$ cat src/rtl/uart_imem_loader.sv
// Boot loader: receives a framed 8N1 UART image, writes it to IMEM port A, releases the core on a good checksum.
// Latency: one mem_we cycle the clock after each word's 4th byte is received; core_rst_n rises the clock after CHK is received.
// Backpressure: none; the memory port must accept every write, and bytes arriving after DONE are dropped.
module uart_imem_loader #(
    parameter int          CLKS_PER_BIT = 868,
    parameter int          MAX_WORDS    = 2048,
    parameter logic [7:0]  SYNC_BYTE    = 8'hA5
) (
    input  logic        clk,
    input  logic        rst_n,
    input  logic        uart_rx,
    output logic [3:0]  mem_we,
    output logic [12:0] mem_addr,
    output logic [31:0] mem_din,
    output logic        core_rst_n,
    output logic        busy,
    output logic        error
);
    localparam int CW = $clog2(CLKS_PER_BIT + 1);
    localparam int IW = $clog2(MAX_WORDS + 1);
    localparam logic [CW-1:0] HALF_M1 = CW'(CLKS_PER_BIT / 2 - 1);
    localparam logic [CW-1:0] FULL_M1 = CW'(CLKS_PER_BIT - 1);

    typedef enum logic [1:0] {RX_IDLE, RX_START, RX_DATA, RX_STOP} rx_state_t;
    typedef enum logic [2:0] {WAIT_SYNC, LEN_LO, LEN_HI, DATA, CHK, DONE, ERROR} st_t;

    logic            rx_s1, rx_s2, rx_s3;
    rx_state_t       rx_state;
    logic [CW-1:0]   rx_cnt;
    logic [2:0]      rx_bit;
    logic [7:0]      rx_sh;
    logic [7:0]      rx_byte;
    logic            byte_valid;
    logic            frame_err;

    // rx_s3 is only an edge-detect delay; it keeps a low stop bit from looking like a new start.
    always_ff @(posedge clk or negedge rst_n) begin
        if (!rst_n) begin
            rx_s1      <= 1'b1;
            rx_s2      <= 1'b1;
            rx_s3      <= 1'b1;
            rx_state   <= RX_IDLE;
            rx_cnt     <= '0;
            rx_bit     <= '0;
            rx_sh      <= '0;
            rx_byte    <= '0;
            byte_valid <= 1'b0;
            frame_err  <= 1'b0;
        end else begin
            rx_s1      <= uart_rx;
            rx_s2      <= rx_s1;
            rx_s3      <= rx_s2;
            byte_valid <= 1'b0;
            frame_err  <= 1'b0;
            case (rx_state)
                RX_IDLE: begin
                    rx_cnt <= '0;
                    if (rx_s3 && !rx_s2)
                        rx_state <= RX_START;
                end
                RX_START: begin
                    if (rx_cnt == HALF_M1) begin
                        rx_cnt   <= '0;
                        rx_bit   <= '0;
                        rx_state <= rx_s2 ? RX_IDLE : RX_DATA;
                    end else begin
                        rx_cnt <= rx_cnt + 1'b1;
                    end
                end
                RX_DATA: begin
                    if (rx_cnt == FULL_M1) begin
                        rx_cnt <= '0;
                        rx_sh  <= {rx_s2, rx_sh[7:1]};
                        rx_bit <= rx_bit + 1'b1;
                        if (rx_bit == 3'd7)
                            rx_state <= RX_STOP;
                    end else begin
                        rx_cnt <= rx_cnt + 1'b1;
                    end
                end
                RX_STOP: begin
                    if (rx_cnt == FULL_M1) begin
                        rx_cnt   <= '0;
                        rx_state <= RX_IDLE;
                        if (rx_s2) begin
                            byte_valid <= 1'b1;
                            rx_byte    <= rx_sh;
                        end else begin
                            frame_err <= 1'b1;
                        end
                    end else begin
                        rx_cnt <= rx_cnt + 1'b1;
                    end
                end
                default: rx_state <= RX_IDLE;
            endcase
        end
    end

    st_t         st;
    logic [7:0]  len_lo;
    logic [15:0] len;
    logic [IW-1:0] widx;
    logic [1:0]  bcnt;
    logic [31:0] asm_word;
    logic [7:0]  csum;
    logic [15:0] len_rx;

    assign len_rx = {rx_byte, len_lo};

    always_ff @(posedge clk or negedge rst_n) begin
        if (!rst_n) begin
            st         <= WAIT_SYNC;
            len_lo     <= '0;
            len        <= '0;
            widx       <= '0;
            bcnt       <= '0;
            asm_word   <= '0;
            csum       <= '0;
            mem_we     <= '0;
            mem_addr   <= '0;
            mem_din    <= '0;
            core_rst_n <= 1'b0;
            busy       <= 1'b0;
            error      <= 1'b0;
        end else begin
            mem_we <= '0;
            if (frame_err) begin
                if (st inside {LEN_LO, LEN_HI, DATA, CHK}) begin
                    st    <= ERROR;
                    busy  <= 1'b0;
                    error <= 1'b1;
                end
            end else if (byte_valid) begin
                case (st)
                    WAIT_SYNC, ERROR: begin
                        if (rx_byte == SYNC_BYTE) begin
                            st    <= LEN_LO;
                            busy  <= 1'b1;
                            error <= 1'b0;
                            csum  <= '0;
                            widx  <= '0;
                            bcnt  <= '0;
                        end
                    end
                    LEN_LO: begin
                        len_lo <= rx_byte;
                        st     <= LEN_HI;
                    end
                    LEN_HI: begin
                        len <= len_rx;
                        if (len_rx > 16'(MAX_WORDS)) begin
                            st    <= ERROR;
                            busy  <= 1'b0;
                            error <= 1'b1;
                        end else if (len_rx == 16'd0) begin
                            st <= CHK;
                        end else begin
                            st <= DATA;
                        end
                    end
                    DATA: begin
                        csum     <= csum + rx_byte;
                        asm_word <= {rx_byte, asm_word[31:8]};
                        bcnt     <= bcnt + 1'b1;
                        if (bcnt == 2'd3) begin
                            mem_we   <= 4'hF;
                            mem_din  <= {rx_byte, asm_word[31:8]};
                            mem_addr <= 13'({widx, 2'b00});
                            widx     <= widx + 1'b1;
                            if (16'(widx) == len - 16'd1)
                                st <= CHK;
                        end
                    end
                    CHK: begin
                        busy <= 1'b0;
                        if (rx_byte == csum) begin
                            st         <= DONE;
                            core_rst_n <= 1'b1;
                        end else begin
                            st    <= ERROR;
                            error <= 1'b1;
                        end
                    end
                    default: ;
                endcase
            end
        end
    end
endmodule

$ cat config.mk
export PLATFORM = sky130hd
export DESIGN_NAME = uart_imem_loader
export DESIGN_NICKNAME = d
export VERILOG_FILES = /design/src/rtl/uart_imem_loader.sv
export SDC_FILE = /design/constraint.sdc
export NUM_CORES = 1
export LEC_CHECK = 0
export CAP_MARGIN = 20
export CORE_ASPECT_RATIO = 1.5
export CORE_MARGIN = 2
export CORE_UTILIZATION = 40
export CTS_BUF_LIST = sky130_fd_sc_hd__clkbuf_4 sky130_fd_sc_hd__clkbuf_8
export DETAILED_ROUTE_END_ITERATION = 10
export PLACE_DENSITY = 0.68
export SLEW_MARGIN = 20
export SYNTH_ARGS = -nofsm -noshare
export SYNTH_HDL_FRONTEND = slang
export SYNTH_SLANG_ARGS = --single-unit
$ cat constraint.sdc
create_clock -name clk -period 7.5 [get_ports clk]
set_clock_uncertainty 0.05 [all_clocks]
set_input_delay 0.75 -clock clk [delete_from_list [all_inputs] [get_ports clk]]
set_output_delay 0.75 -clock clk [all_outputs]
set_load 0.02 [all_outputs]
==> results of run 1 <==
-- worst register-to-register path: stages, from the launching register on --
cell and delay, ps:
dfrtp_1 530, nand3b_1 360, nor2_2 170, buf_4 380, nand2_1 690, inv_1 910
mux2_2 430
-- sequential cells by signal, summed over array words and instances (netlist names), 2 cells and up, named ones only --
name,count
rx_sh,8
mem_addr,11
csum,8
rx_cnt,10
st,3
bcnt,2
widx,12
rx_bit,3
mem_din,32
rx_byte,8
len,16
len_lo,8
asm_word,24
-- cells in the final DEF (no fill, tap or decap), types with 16 or more instances in the layout --
cell / netlist / final
nand2_1: 22 / 22
a21oi_1: 24 / 24
inv_1: 17 / 17
clkbuf_8: 0 / 17
nor2_1: 43 / 42
dfrtp_1: 153 / 153
xor2_1: 16 / 16
xnor2_1: 22 / 22
mux2_2: 105 / 105
clkdlybuf4s50_1: 0 / 51
-- kinds of logic after synthesis --
kind of cell	Yosys count
adders and majority gates	15
DFF	156
muxes	111
xor gates and xnor gates	38
other	1
buffers and inverters	47
and+or+nand+nor	142
AOI/OAI and AO/OA	89
-- per-stage QoR --
step | cells | total power, mW
2_1_floorplan | 600 | 0.934
3_3_place_gp | 841 | 0.960
3_5_place_dp | 841 | 0.965
4_1_cts | 873 | 1.58
5_1_grt | 873 | 1.63
6_report | 873 | 1.56
-- metal layers --
layer  GRT usage  vias up  part of all wire
met5           0        -                 0
met4      0.0657        0             0.024
met3      0.0279       28             0.029
met2       0.298      107              0.55
met1       0.176     2429              0.39
li1            -     2248                 -
-- report_power, final --
group	internal (mW)	total, mW	switching, mW	leakage (nW)
logic	0.0229	0.0615	0.0385	1.64
clock network	0.254	0.613	0.359	0.204
registers	0.860	0.886	0.0255	2.15
-- area by class of cell --
type	count	share of cell area
multi-input combinational	397	0.379
sequential	156	0.468
clock inverter	15	0.0205
clock buffer	17	0.0280
timing repair buffer	54	0.0643
tap	217	0.0325
inverter	17	0.00765
-- worst max path at each step --
stage	start	endpoint	slack, ps	cells past startpoint
floorplan	len[5]$_DFFE_PN0P_	st[0]$_DFFE_PN0P_	4560	7
global placement	st[2]$_DFFE_PN0P_	mem_din[6]$_DFFE_PN0P_	3940	6
detailed placement	st[2]$_DFFE_PN0P_	mem_din[18]$_DFFE_PN0P_	3810	6
CTS	st[2]$_DFFE_PN0P_	mem_din[21]$_DFFE_PN0P_	3810	6
global route	st[1]$_DFFE_PN0P_	mem_din[21]$_DFFE_PN0P_	3500	6
finish	st[2]$_DFFE_PN0P_	mem_din[21]$_DFFE_PN0P_	3890	6
==> impl_metrics.csv, run 1 <==
group,metric,value,unit
sta,slew_viol_final,0,
critical_path,regToRegEndpoint,"mem_din[21]$_DFFE_PN0P_",
critical_path,crit_family,"buffers and inverters",
logic_synthesis,avgSynthCellArea,12.1,um^2
logic_synthesis,synthMuxAreaShare,0.172,
critical_path,slowest_stage,"inv_1",
sta,rsz0062_at_grt,"no",
critical_path,r2r-start,"st[2]$_DFFE_PN0P_",
floorplanning,die-area,0.0193,mm^2
critical_path,path_max_fanout,35,
sta,finalCritPeriodShare,0.482,
final_layout,nFillCells,1601,
clock_tree,cts_setup_buffers,0,
route,drt_iter0_drc,208,
final_layout,final_nets,661,
clock_tree,clkLatencyLatePin,450,ps
global_route,gr-usage-all-layers,0.160,
floorplanning,core,0.0179,mm^2
floorplanning,die_w,114,um
pwr,peakVddDrop,0.183,mV
critical_path,slowest_delay,900,ps
logic_synthesis,synth_area_leaders,"dfrtp_1 (53%), mux2_2 (16%), xnor2_1 (2.7%)",
clock_tree,cts_num_sinks,156,
final_layout,fin_util,0.467,
pwr,p_per_area,187,mW/mm^2
floorplanning,start_util,0.406,
run,maxCapViolations,0,
floorplanning,io_pins,55,
clock_tree,tritoncts,"done",
route,wl_per_cell,17.0,um
logic_synthesis,synth.distinct_cells,64,
worst_hold_path,hold_path_class,"input port to asynchronous set/reset pin",
global_route,grt_pass1_vias,4932,
global_route,grt_pass1_wl,24400,um
sta,hold_viol_final,0,
critical_path,start_kind,"flop",
placed_design,dp_slack,3810,ps
placed_design,port_buffers,52,
sta,finalSetupViolCount,0,
logic_synthesis,synth_top_cell_by_area,"dfrtp_1",
clock_tree,cts_buffer_depth,2,
logic_synthesis,post-synth-top-area-fraction,0.527,
logic_synthesis,ys_seq_area_frac,0.538,
sta,setup_tns,0,ps
critical_path,r2r_slack,3890,ps
clock_tree,htree_levels,4,
global_route,grt_max_degree,94,
critical_path,cp-end-kind,"flop",
final_layout,syn2layout_area_growth,15.0,%
logic_synthesis,syn_area,0.00726,mm^2
logic_synthesis,synth_adder_area_share,0.0269,
logic_synthesis,synth_top_family_by_area,"multiplexers",
final_layout,regArea,0.00391,mm^2
global_route,antenna_found_initial,0,
sta,layout_setup_ws,3890,ps
final_layout,drive_gt1_frac,0.236,
route,first_pass_iters,6,
placed_design,postPlaceCellArea,0.00794,mm^2
sta,fin_crit,3610,ps
sta,relSlewSlack,0.335,
route,totalWireLength,14800,um
sta,fmax,277,MHz
logic_synthesis,async_flop_share,1.00,
final_layout,fin_area,0.00835,mm^2
route,num_vias,4812,
route,viasPerCell,5.51,
critical_path,path_buf_inv,2,
final_layout,multi_input_area,0.00316,mm^2
logic_synthesis,synth.most_common_cell,"dfrtp_1",
floorplanning,rows,60,
run_status,outcome,"finished clean",
final_layout,n_antenna_cell,0,
logic_synthesis,synth_compound_area_frac,0.0874,
placed_design,dp.final_hpwl,10600,um
clock_tree,clockRootBuffer,"clkbuf_8",
sta,hold_ws,284,ps
logic_synthesis,ys_seq_elements,156,
pwr,power_leakage,4.00,nW
placed_design,gp_congestion,0.843,
critical_path,crit_arrival,3900,ps
critical_path,crit_chain,"nand3b_1 > nor2_2 > buf_4 > nand2_1 > inv_1 > mux2_2",
logic_synthesis,synthTopCellsByCount,"dfrtp_1 (153), mux2_2 (105), nor2_1 (43), a21oi_1 (24)",
logic_synthesis,synth_edf_count,0,
sta,worstMarginPinSlew,996,ps
clock_tree,cts_hold_buf,0,
logic_synthesis,synth_xor_area_frac,0.0459,
logic_synthesis,ys_warn_count,0,
floorplanning,die_height,169,um
route,drc_errors,0,
clock_tree,ctsResizeCount,0,
global_route,grt_overflow_total,0,
clock_tree,clk_transition_reported_paths,100,ps
critical_path,worst-setup-path-type,"flop to flop",
critical_path,crit_required,7780,ps
clock_tree,cts_buffers,17,
route,drtAntennaViolNets,0,
logic_synthesis,ys.flop_type,"dfrtp_1",
logic_synthesis,synth_cells,599,
critical_path,r2r_cells,6,
logic_synthesis,yosys.area_share.simple,0.103,
Note: power is estimated with default switching activity, not from simulation.
==> inputs of run 2 (changes only) <==
==> constraint.sdc (replaced) <==
create_clock -name clk -period 3.5 [get_ports clk]
set_clock_uncertainty 0.05 [all_clocks]
set_input_delay 0.35 -clock clk [delete_from_list [all_inputs] [get_ports clk]]
set_output_delay 0.35 -clock clk [all_outputs]
set_load 0.02 [all_outputs]
==> run 2 against run 1 <==
Compared with the run above:
- sequential share of layout area decreased by 0.36 points
- wire length increased by 1.3%
- clock power increased by 120%
- total power increased by 120%
- critical endpoint is now st[1]$_DFFE_PN0P_
- via count decreased by 0.75%
- largest cell class unchanged
- worst setup slack got worse by 3500 ps
- combinational power increased by 120%
- critical path depth increased by 1
- non-clock buffer count increased by 8
==> impl_metrics.csv, run 2 (synthesis gave the netlist of run 1 again) <==
group,metric,value,unit
final_layout,syn2layout_area_growth,15.9,%
sta,finalSetupViolCount,0,
critical_path,worst-setup-path-type,"flop to flop",
floorplanning,io_pins,55,
final_layout,reg_top3,"mem_din: 32 flops, asm_word: 24 flops, len: 16 flops",
clock_tree,cts_num_sinks,156,
clock_tree,clkLatencyLatePin,440,ps
run_status,outcome,"finished clean",
final_layout,mostFrequentLayoutCells,"dfrtp_1 (153), mux2_2 (105), clkdlybuf4s50_1 (51)",
global_route,grt_overflow_total,0,
critical_path,crit_family,"simple AND/OR/NAND/NOR gates",
pwr,peakVddDrop,0.380,mV
sta,fmax,318,MHz
clock_tree,cts_hold_buf,1,
sta,fin_crit,3140,ps
global_route,grt_pass1_vias,5005,
floorplanning,die_height,169,um
run,maxCapViolations,0,
route,viasPerCell,5.42,
critical_path,slowest_delay,600,ps
floorplanning,die-area,0.0193,mm^2
placed_design,port_buffers,52,
critical_path,slowest_stage,"or4_4",
sta,slew_viol_final,0,
route,drtAntennaViolNets,0,
global_route,grt_pass1_wl,25200,um
clock_tree,tritoncts,"done",
final_layout,regArea,0.00391,mm^2
final_layout,nFillCells,1633,
clock_tree,ctsResizeCount,0,
route,drc_errors,0,
pwr,power_leakage,4.04,nW
route,first_pass_iters,4,
final_layout,layout_commonest_cell,"dfrtp_1",
clock_tree,clk_transition_reported_paths,90,ps
clock_tree,cts_buffers,17,
sta,hold_ws,276,ps
sta,setup_tns,0,ps
route,wl_per_cell,17.0,um
clock_tree,cts_buffer_depth,2,
final_layout,n_antenna_cell,0,
route,totalWireLength,15000,um
final_layout,largest_reg_flops,32,
sta,finalCritPeriodShare,0.898,
critical_path,path_buf_inv,0,
route,num_vias,4776,
final_layout,top_register,"mem_din",
worst_hold_path,hold_path_class,"input port to flop",
clock_tree,cts_setup_buffers,0,
final_layout,final-instance-count-excl-fill,881,
sta,worstMarginPinSlew,928,ps
final_layout,multi_input_area,0.00316,mm^2
floorplanning,core,0.0179,mm^2
route,drt_iter0_drc,209,
floorplanning,rows,60,
global_route,gr-usage-all-layers,0.166,
critical_path,cp-end-kind,"flop",
floorplanning,start_util,0.406,
critical_path,worst_path_most_repeated_cell,"or4_4",
critical_path,crit_chain,"or4_4 > or2_4 > or4_4 > a2111oi_4 > nand4_2 > o31ai_4 > mux2_1",
sta,rsz0062_at_grt,"no",
critical_path,path_max_fanout,7,
critical_path,start_kind,"flop",
global_route,antenna_found_initial,0,
final_layout,drive_gt1_frac,0.244,
clock_tree,htree_levels,4,
placed_design,placedCellCount,848,
critical_path,crit_arrival,3410,ps
pwr,p_per_area,403,mW/mm^2
sta,hold_viol_final,0,
placed_design,gp_congestion,0.851,
sta,relSlewSlack,0.381,
global_route,grt_max_degree,86,
final_layout,final_nets,669,
critical_path,crit_required,3760,ps
clock_tree,clockRootBuffer,"clkbuf_8",
placed_design,dp.final_hpwl,10800,um
floorplanning,die_w,114,um
-- run 2: cell count changes in the layout (fill, tap and decap cells not counted), moves of 2 or more --
cell        change
clkinvlp_4      +2
clkinv_8        -2
clkinv_4        -2
buf_4           +7
-- run 2: where the power goes --
group          total, mW  internal [mW]  switching (mW)
clock network       1.35          0.603           0.751
registers           1.90           1.84          0.0571
logic              0.136         0.0515          0.0846
total               3.39           2.50           0.893
-- run 2: final cells by class --
class,count,share of cell area
Clock inverter,15,0.0207
Clock buffer,17,0.0278
Multi-Input combinational cell,397,0.376
Timing Repair Buffer,62,0.0712
Tap cell,217,0.0323
Inverter,17,0.00759
Sequential cell,156,0.465
-- run 2: metal layers --
layer	GRT usage	vias to the layer above	routed length (um)
li1	-	2246	-
met1	0.185	2414	5720
met2	0.302	86	8340
met3	0.0301	30	450
met4	0.0764	0	496
met5	0	-	0
-- run 2: worst paths after layout --
path | from | to | slack (ps) | depth (start not counted)
min | uart_rx | rx_s1$_DFF_PN1_ | 280 | 1
max in group asynchronous | rst_n | mem_addr[8]$_DFFE_PN0P_ | 1880 | 3
min reg2reg | rx_s1$_DFF_PN1_ | rx_s2$_DFF_PN1_ | 310 | 0
max reg2reg | len[5]$_DFFE_PN0P_ | st[1]$_DFFE_PN0P_ | 360 | 7
max | len[5]$_DFFE_PN0P_ | st[1]$_DFFE_PN0P_ | 360 | 7
min in group asynchronous | rst_n | mem_din[4]$_DFFE_PN0P_ | 440 | 2
-- run 2: worst reg2reg max path: cells and delay by family (launching register included) --
| kind | cells | cell delay (ps) |
|---|---|---|
| and+or+nand+nor | 4 | 1580 |
| AOI/OAI and AO/OA | 2 | 600 |
| DFF | 1 | 450 |
| muxes | 1 | 360 |
-- run 2: metrics by stage --
stage / instance area, um^2 / worst slack, ps / power, mW / utilization
after floorplan: 7260 / 557 / 2.00 / -
final: 8410 / 357 / 3.39 / 0.471
after detailed placement: 7990 / 400 / 2.08 / 0.447
after global placement: 7990 / 466 / 2.06 / 0.447
after global routing: 8410 / 254 / 3.55 / 0.471
after CTS: 8410 / 373 / 3.44 / 0.471
==> RTL change, RTL diff (config.mk and constraints of run 2) <==
Set the parameter `MAX_WORDS` to 512 (it was 2048).
--- a/src/rtl/uart_imem_loader.sv
+++ b/src/rtl/uart_imem_loader.sv
@@ -3,7 +3,7 @@
 // Backpressure: none; the memory port must accept every write, and bytes arriving after DONE are dropped.
 module uart_imem_loader #(
     parameter int          CLKS_PER_BIT = 868,
-    parameter int          MAX_WORDS    = 2048,
+    parameter int          MAX_WORDS    = 512,
     parameter logic [7:0]  SYNC_BYTE    = 8'hA5
 ) (
     input  logic        clk,
Function: same outputs for any inputs over 4 cycles, from zero or initial values and one cycle with rst_n low; that may be too few to reach the edited logic, so the function may still have changed.
==> RTL change against run 2 <==
  * Sequential cell count decreased by 3
  * Final area decreased by 1.8%
  * Fmax up 15%
  * First-iteration DRC count increased by 47%
  * Combinational power shrank 7%
  * Wire length grew 6.1%
  * Synthesized area shrank 1.1%
  * Total power down 6.2%
  * Worst setup slack better by 0.42 ns
  * Critical path type unchanged
==> RTL change: results (changes against run 2) <==
Run status
The run finished with clean final reports.

Cells and area
The number of filler cells placed in the layout was 1585 (-2.9%). The final net count is 722 (+7.9%). The number of antenna cells inserted came to 0 (unchanged).

The share of final-layout standard cells stronger than drive strength 1 came to 18.4% (-6.0 points). The number of cells in the finished layout apart from fillers is 934 (+6.0%).

Synth
The post-synthesis share of cell area spent on xor and xnor gates is 4.03% (-0.56 points). The number of distinct library cells after synthesis came to 58 (-9.4%). Counting instances in the post-synthesis netlist gives the leading cell types as 150 x sky130_fd_sc_hd__dfrtp_1, 101 x sky130_fd_sc_hd__nand2_1, 81 x sky130_fd_sc_hd__mux2_2, 43 x sky130_fd_sc_hd__nor2_1, 24 x sky130_fd_sc_hd__clkbuf_1. The share of cell area taken by muxes after synthesis is 12.8% (-4.3 points). The share of synthesized area occupied by flip-flops and latches is 53.4% (-0.45 points). The post-synthesis average cell area is 10.9 sq um (-9.8%).

The adder and majority cell fraction of the synthesized area is 2.72% (+0.030 points).

STA
The transition time of the tightest slew-check pin is 0.844 ns (-0.0837 ns).

Placement
The placer congestion estimate was 0.841 (-1.1%). The post-DP HPWL was 11200 microns (+3.8%).

GRT
The global routing met1 resource utilization was 20.5% (+1.9 points). The met3 demand-to-capacity share in global routing is 3.28% (+0.27 points). The global-route wire length before repair was 26300 microns (+4.4%).

The global-route track usage on met2 is 30.9% (+0.70 points). The number of global-route vias before repair was 5259 (+5.1%).

Pwr
The leakage power is 3.98 nW (-1.4%). The worst vdd rail ir drop is 0.382 mV (+0.63%). The switching power share of the total is 25.6% (-0.75 points).

Clock tree
The clock edge transition at the registers on the reported setup and hold paths is 0.09 ns (about the same). The root buffer cell chosen for the clock tree is sky130_fd_sc_hd__clkbuf_8.

Detailed routing
The iteration count of the initial detailed-routing pass is 5 (+1). The routed wire length per instance is 17.0 microns (about the same). The via count normalized by instance count is 5.53 (+2.0%).

The first-iteration detailed-routing DRC count is 308 (+47%).

Critical path
The biggest cell delay along the critical path came to 0.55 ns (-0.05 ns). The maximum fanout along the worst path was 12 (+5). The cell with the largest stage delay on the worst path is sky130_fd_sc_hd__a21oi_1.
RTL change: cell count changes in the layout (fill, tap and decap cells not counted), moves of 6 or more:
cell and change:
sky130_fd_sc_hd__o22ai_1 -6, sky130_fd_sc_hd__nand2_1 +79, sky130_fd_sc_hd__nand3_1 +7, sky130_fd_sc_hd__xnor2_1 -8, sky130_fd_sc_hd__a21oi_1 -6, sky130_fd_sc_hd__nand4_1 +11
sky130_fd_sc_hd__mux2_2 -24, sky130_fd_sc_hd__o31ai_1 +6
RTL change: per-stage QoR:
stage	instance area, sq um	setup slack, ns
2_1_floorplan	7190	1.00
6_report	8260	0.775
5_1_grt	8260	0.580
3_5_place_dp	7890	0.837
4_1_cts	8260	0.825
3_3_place_gp	7890	0.935
RTL change: cells by family (layout without fill, tap and decap cells):
kind of cell               after synthesis  count (layout)
muxes                                   82              82
and+or+nand+nor                        242             242
AOI/OAI and AO/OA                       82              82
DFF                                    153             153
adders and majority gates               15              15
xor gates and xnor gates                33              33
other                                    1               3
buffers and inverters                   49             107
RTL change: final cells by class:
class | count | area [sq um] | share of cell area [%]
multi-input combinational | 457 | 3140 | 38.0
inverter | 13 | 48.8 | 0.591
clock buffer | 19 | 249 | 3.01
clock inverter | 13 | 113 | 1.36
timing repair buffer | 62 | 609 | 7.38
tap | 217 | 272 | 3.29
sequential | 153 | 3830 | 46.4
RTL change: power groups by stage:
stage | combinational, W | clock (W) | sequential [W]
floorplan | 0.0000796 | 0 | 0.00186
global placement | 0.000124 | 0 | 0.00187
detailed placement | 0.000130 | 0 | 0.00187
CTS | 0.000132 | 0.00126 | 0.00184
global route | 0.000147 | 0.00134 | 0.00185
finish | 0.000126 | 0.00121 | 0.00184
RTL change: layer usage:
layer	part of all wire, %	wire length, microns
met3	3.6	567
met5	0	0
met1	40	6390
met2	53	8490
met4	3.0	472
RTL change: worst paths after layout:
check                                  startpoint                 endpoint  slack [ns]  depth (start not counted)
max                        rx_byte[6]$_DFFE_PN0P_      widx[4]$_DFFE_PN0P_        0.77                          6
min                                       uart_rx          rx_s1$_DFF_PN1_        0.26                          1
max reg2reg                rx_byte[6]$_DFFE_PN0P_      widx[4]$_DFFE_PN0P_        0.77                          6
min reg2reg                       rx_s1$_DFF_PN1_          rx_s2$_DFF_PN1_        0.30                          0
max in group asynchronous                   rst_n          rx_s1$_DFF_PN1_        2.06                          3
min in group asynchronous                   rst_n  mem_addr[7]$_DFFE_PN0P_        0.46                          2
RTL change: worst max-delay path: cells and delay by family (launching register included):
family	cells	cell delay, ns
AOI/OAI and AO/OA	2	0.97
DFF	1	0.46
and+or+nand+nor	4	1.11
